[config.mk]
export PLATFORM = sky130hd
export DESIGN_NAME = l2_request_arbiter
export DESIGN_NICKNAME = d
export VERILOG_FILES = /design/src/rtl/l2_request_arbiter.sv
export SDC_FILE = /design/constraint.sdc
export NUM_CORES = 1
export LEC_CHECK = 0
export CAP_MARGIN = 30
export CORE_AREA = 2 2 322 324
export DETAILED_ROUTE_END_ITERATION = 8
export DIE_AREA = 0 0 324 326
export DONT_BUFFER_PORTS = 1
export MAX_ROUTING_LAYER = met4
export PLACE_DENSITY = 0.3
export SLEW_MARGIN = 10
export SYNTH_ARGS = -nofsm -noshare
export SYNTH_HDL_FRONTEND = slang
export SYNTH_SLANG_ARGS = --single-unit
[constraint.sdc]
create_clock -name clk -period 4.2 [get_ports clk]
set_input_delay 0.84 -clock clk [delete_from_list [all_inputs] [get_ports clk]]
set_output_delay 0.84 -clock clk [all_outputs]
set_load 0.02 [all_outputs]
[src/rtl/l2_request_arbiter.sv]
// Arbitrates the L1 I-cache and D-cache onto the single L2 port (`ARB_ROUND_ROBIN_EN: alternate on ties).
// Latency: +1 cycle request path (registered capture), 0 cycles response path (combinational route).
// Backpressure: requesters hold read/write until their resp pulse; the loser simply waits in IDLE.
module l2_request_arbiter #(
    parameter int ADDR_W = 16,
    parameter int LINE_W = 128
) (
    input  logic              clk,
    input  logic              rst_n,
    input  logic [ADDR_W-1:0] icache_address,
    input  logic [LINE_W-1:0] icache_wdata,
    input  logic              icache_read,
    input  logic              icache_write,
    output logic [LINE_W-1:0] icache_rdata,
    output logic              icache_resp,
    input  logic [ADDR_W-1:0] dcache_address,
    input  logic [LINE_W-1:0] dcache_wdata,
    input  logic              dcache_read,
    input  logic              dcache_write,
    output logic [LINE_W-1:0] dcache_rdata,
    output logic              dcache_resp,
    output logic [ADDR_W-1:0] l2_address,
    output logic [LINE_W-1:0] l2_wdata,
    output logic              l2_read,
    output logic              l2_write,
    input  logic [LINE_W-1:0] l2_rdata,
    input  logic              l2_resp
);

    typedef enum logic [1:0] {
        IDLE   = 2'd0,
        BUSY_I = 2'd1,
        BUSY_D = 2'd2
    } state_t;

    state_t state;

    logic              i_pend;
    logic              d_pend;
    logic              grant_d;
    logic [ADDR_W-1:0] sel_address;
    logic [LINE_W-1:0] sel_wdata;
    logic              sel_read;
    logic              sel_write;

    assign i_pend = icache_read | icache_write;
    assign d_pend = dcache_read | dcache_write;

`ifdef ARB_ROUND_ROBIN_EN
    // Set when the most recent grant went to the I-cache; resets to I so D wins the first tie.
    logic last_i;
    assign grant_d = d_pend & (~i_pend | last_i);
`else
    assign grant_d = d_pend;
`endif

    always_comb begin
        sel_address = icache_address;
        sel_wdata   = icache_wdata;
        sel_read    = icache_read;
        sel_write   = icache_write;
        if (grant_d) begin
            sel_address = dcache_address;
            sel_wdata   = dcache_wdata;
            sel_read    = dcache_read;
            sel_write   = dcache_write;
        end
    end

    always_ff @(posedge clk or negedge rst_n) begin
        if (!rst_n) begin
            state      <= IDLE;
            l2_address <= '0;
            l2_wdata   <= '0;
            l2_read    <= 1'b0;
            l2_write   <= 1'b0;
`ifdef ARB_ROUND_ROBIN_EN
            last_i     <= 1'b1;
`endif
        end else begin
            case (state)
                IDLE: begin
                    if (i_pend | d_pend) begin
                        l2_address <= sel_address;
                        l2_wdata   <= sel_wdata;
                        // Simultaneous read and write is treated as a write.
                        l2_write   <= sel_write;
                        l2_read    <= sel_read & ~sel_write;
                        state      <= grant_d ? BUSY_D : BUSY_I;
`ifdef ARB_ROUND_ROBIN_EN
                        last_i     <= ~grant_d;
`endif
                    end
                end
                BUSY_I, BUSY_D: begin
                    if (l2_resp) begin
                        l2_read  <= 1'b0;
                        l2_write <= 1'b0;
                        state    <= IDLE;
                    end
                end
                default: state <= IDLE;
            endcase
        end
    end

    // Responses are only forwarded while a transaction is in flight, so l2_resp in IDLE is dropped.
    assign icache_resp  = (state == BUSY_I) & l2_resp;
    assign dcache_resp  = (state == BUSY_D) & l2_resp;
    assign icache_rdata = icache_resp ? l2_rdata : '0;
    assign dcache_rdata = dcache_resp ? l2_rdata : '0;

endmodule

==> impl_metrics.csv <==
group,metric,value,unit
placement,io_buffers,0,
floorplan,rows,118,
yosys,yosys_warnings,0,
clock_network,cts-root-buf,"clkbuf_16",
detailed_routing,drt_first_pass_iters,5,
final_layout,stdcell_count,2325,
floorplan,io_pins,827,
setup_path,cp_cell_sequence,"inv_1, ha_4, buf_4, and3_1",
global_route,grt_start_max_net_pins,261,
yosys,synth-seq-cells,148,
floorplan,dieArea,106000,sq um
timing,worst_slack,888,ps
setup_path,slowest_stage,"ha_4",
placement,dpl_worst_slack,1430,ps
final_layout,post_route_cells_drive_above_1_share,5.04,%
detailed_routing,dr.first_iter.drc_count,318,
yosys,synth_cells,972,
placement,place_hpwl,45.4,mm
detailed_routing,drtAntennaViolNets,0,
setup_path,cpPeakStageDelay,560,ps
setup_path,crit_fanout,73,
detailed_routing,vias_per_cell,3.26,
power,p_leak,4.81,nW
timing,drv_slew,0,
global_route,grt_antenna_before_repair,61,
min_path,min_path_type,"in -> async",
global_route,first_global_vias,6907,
detailed_routing,wl_per_cell,23.2,um
clock_network,post-cts-setup-buffers,0,
setup_path,crit_type,"reg -> out",
timing,final.min_clock_period,3310,ps
floorplan,start_util,8.52,%
placement,placed_cells,2259,
global_route,grt_pass1_wl,66.8,mm
final_layout,layout_common_cells,"and3_1, dfrtp_1, nand2_1, mux2i_1, o21ai_1",
clock_network,clkSinkCount,148,
clock_network,cts.path.max_buffers,2,
timing,finalSetupViolCount,0,
setup_path,r2r_setup_slack,1980,ps
placement,gp_congestion,0.774,
final_layout,ff_latch_area,3700,sq um
detailed_routing,vias,7574,
floorplan,fp.dieH,326,um
clock_network,path_clk_slew,70,ps
timing,hold_viol,0,
global_route,grt_use_total,9.93,%
power,powerDensity,714,nW/um^2
yosys,yosysSeqAreaShare,42.3,%
timing,fin_skew,20.3,ps
setup_path,critPathBufInv,2,
timing,max_slew_margin,34.3,%
floorplan,core,103000,sq um
global_route,overflow,0,
timing,post-route-period-util,78.9,%
final_layout,layout.nets,1328,
timing,rsz0062_at_grt,"false",
setup_path,arrival,2470,ps
final_layout,final_common_cell,"and3_1",
setup_path,cp.required,3360,ps
yosys,synth.avg_cell_area,9.00,sq um
power,ir_drop,0.308,mV
clock_network,cts_made_buffers,17,
clock_network,htreeDepth,4,
clock_network,tritoncts,"done",
setup_path,setup.worst_path.end_class,"output port",
setup_path,cp_top_family,"buffers and inverters",
clock_network,insertion_delay,480,ps
final_layout,multiInputGateArea,4530,sq um
final_layout,fillers,11900,
floorplan,dieWidth,324,um
timing,tightestPinTransition,986,ps
setup_path,startpoint_type,"register",
timing,finalSetupTns,0,ps
detailed_routing,wl,54.0,mm
timing,max_freq,302,MHz
final_layout,area_delta_synth_final,24.3,%
job,drv_cap,0,
yosys,ys_types,23,
yosys,synthesis.area,8750,sq um
yosys,synthesis.nets,1398,
detailed_routing,drc_errors,0,
run_status,status,"finished clean",
==> routing by layer <==
metal	vias up	part of all wire (%)	track usage, %
met2	631	50	17.5
met5	-	0	-
met3	112	8.1	2.76
li1	3305	-	-
met4	0	3.3	3.51
met1	3526	38	10.5
==> metrics by stage <==
| step | area, sq um | power (mW) | hold WS, ps | utilization, % |
|---|---|---|---|---|
| floorplan | 8750 | 5.50 | 502 | - |
| global placement | 10100 | 6.10 | 548 | 9.86 |
| detailed placement | 10100 | 6.13 | 548 | 9.86 |
| CTS | 10800 | 7.96 | 0.167 | 10.5 |
| global route | 10800 | 8.34 | 37.2 | 10.6 |
| finish | 10900 | 7.76 | 88.8 | 10.6 |
==> final timing paths <==
check                                startpoint                  endpoint  cells after the start
setup / recovery           state[0]$_DFFE_PN0P_         dcache_rdata[108]                      4
hold / removal                            rst_n   l2_wdata[8]$_DFFE_PN0P_                      0
setup reg to reg           state[0]$_DFFE_PN0P_  l2_wdata[52]$_DFFE_PN0P_                      7
hold reg to reg            state[1]$_DFFE_PN0P_      state[1]$_DFFE_PN0P_                      2
max in group asynchronous                 rst_n  l2_wdata[13]$_DFFE_PN0P_                      1
min in group clk               dcache_wdata[83]  l2_wdata[83]$_DFFE_PN0P_                      2
==> sequential cells by signal (all words and copies together), names as in the netlist <==
| register | flops |
|---|---|
| l2_wdata | 128 |
| l2_read | 1 |
| l2_address | 16 |
| state | 2 |
| l2_write | 1 |
==> worst reg2reg max path: cells and delay by family (launching register included) <==
family / cells / cell delay, ps
adder cells (fa/ha/maj): 1 / 370
buffers and inverters: 3 / 590
AND/OR/NAND/NOR: 1 / 450
flip-flops: 1 / 420
AO/OA/AOI/OAI: 2 / 270
==> report_power, final <==
group / internal (mW) / switching, mW / total, mW
combinational: 0.740 / 1.64 / 2.38
clock: 1.01 / 0.708 / 1.72
sequential: 2.13 / 1.53 / 3.67
total: 3.88 / 3.88 / 7.76
==> synth_stat cells <==
cell type | n | area (sq um)
ha_1 | 3 | 37.5
and3_1 | 256 | 1600
mux2i_1 | 144 | 1440
o32ai_1 | 1 | 8.76
buf_6 | 12 | 135
a211oi_1 | 1 | 7.51
clkbuf_1 | 65 | 244
buf_4 | 4 | 30.0
o41ai_4 | 1 | 27.5
o211ai_1 | 1 | 7.51
nor2b_1 | 3 | 18.8
nand2_1 | 145 | 544
nor3b_1 | 2 | 15.0
o21ai_1 | 98 | 490
a21oi_1 | 3 | 15.0
dfrtp_1 | 148 | 3700
buf_2 | 19 | 95.1
clkbuf_2 | 5 | 25.0
o21ai_0 | 50 | 250
inv_1 | 4 | 15.0
nand2b_1 | 1 | 6.26
nor2_1 | 4 | 15.0
and2_1 | 2 | 12.5
==> kinds of logic (layout without fill, tap and decap cells) <==
logic type | after synthesis | count (layout) | share of synthesized area (%)
AO/OA/AOI/OAI | 155 | 155 | 9.23
adder cells (fa/ha/maj) | 3 | 3 | 0.429
buffers and inverters | 109 | 50 | 6.22
flip-flops | 148 | 148 | 42.3
multiplexers | 144 | 144 | 16.5
other | 0 | 32 | 0
AND/OR/NAND/NOR | 413 | 413 | 25.3
==> repair_timing <==
| action | in CTS | in global routing |
|---|---|---|
| setup endpoints to repair | 0 | 0 |
| endpoints found under the hold margin | 64 | 0 |
| resized for setup | 0 | 0 |
| hold buffers | 4 | 0 |
==> area by class of cell <==
type,count,share of cell area [%]
multi-input combinational,715,41.7
inverter,4,0.138
tap,1380,15.9
antenna,32,0.736
clock buffer,19,4.07
sequential,148,34.1
clock inverter,11,1.62
timing repair buffer,16,1.82
(Power assumes the default switching activity.)
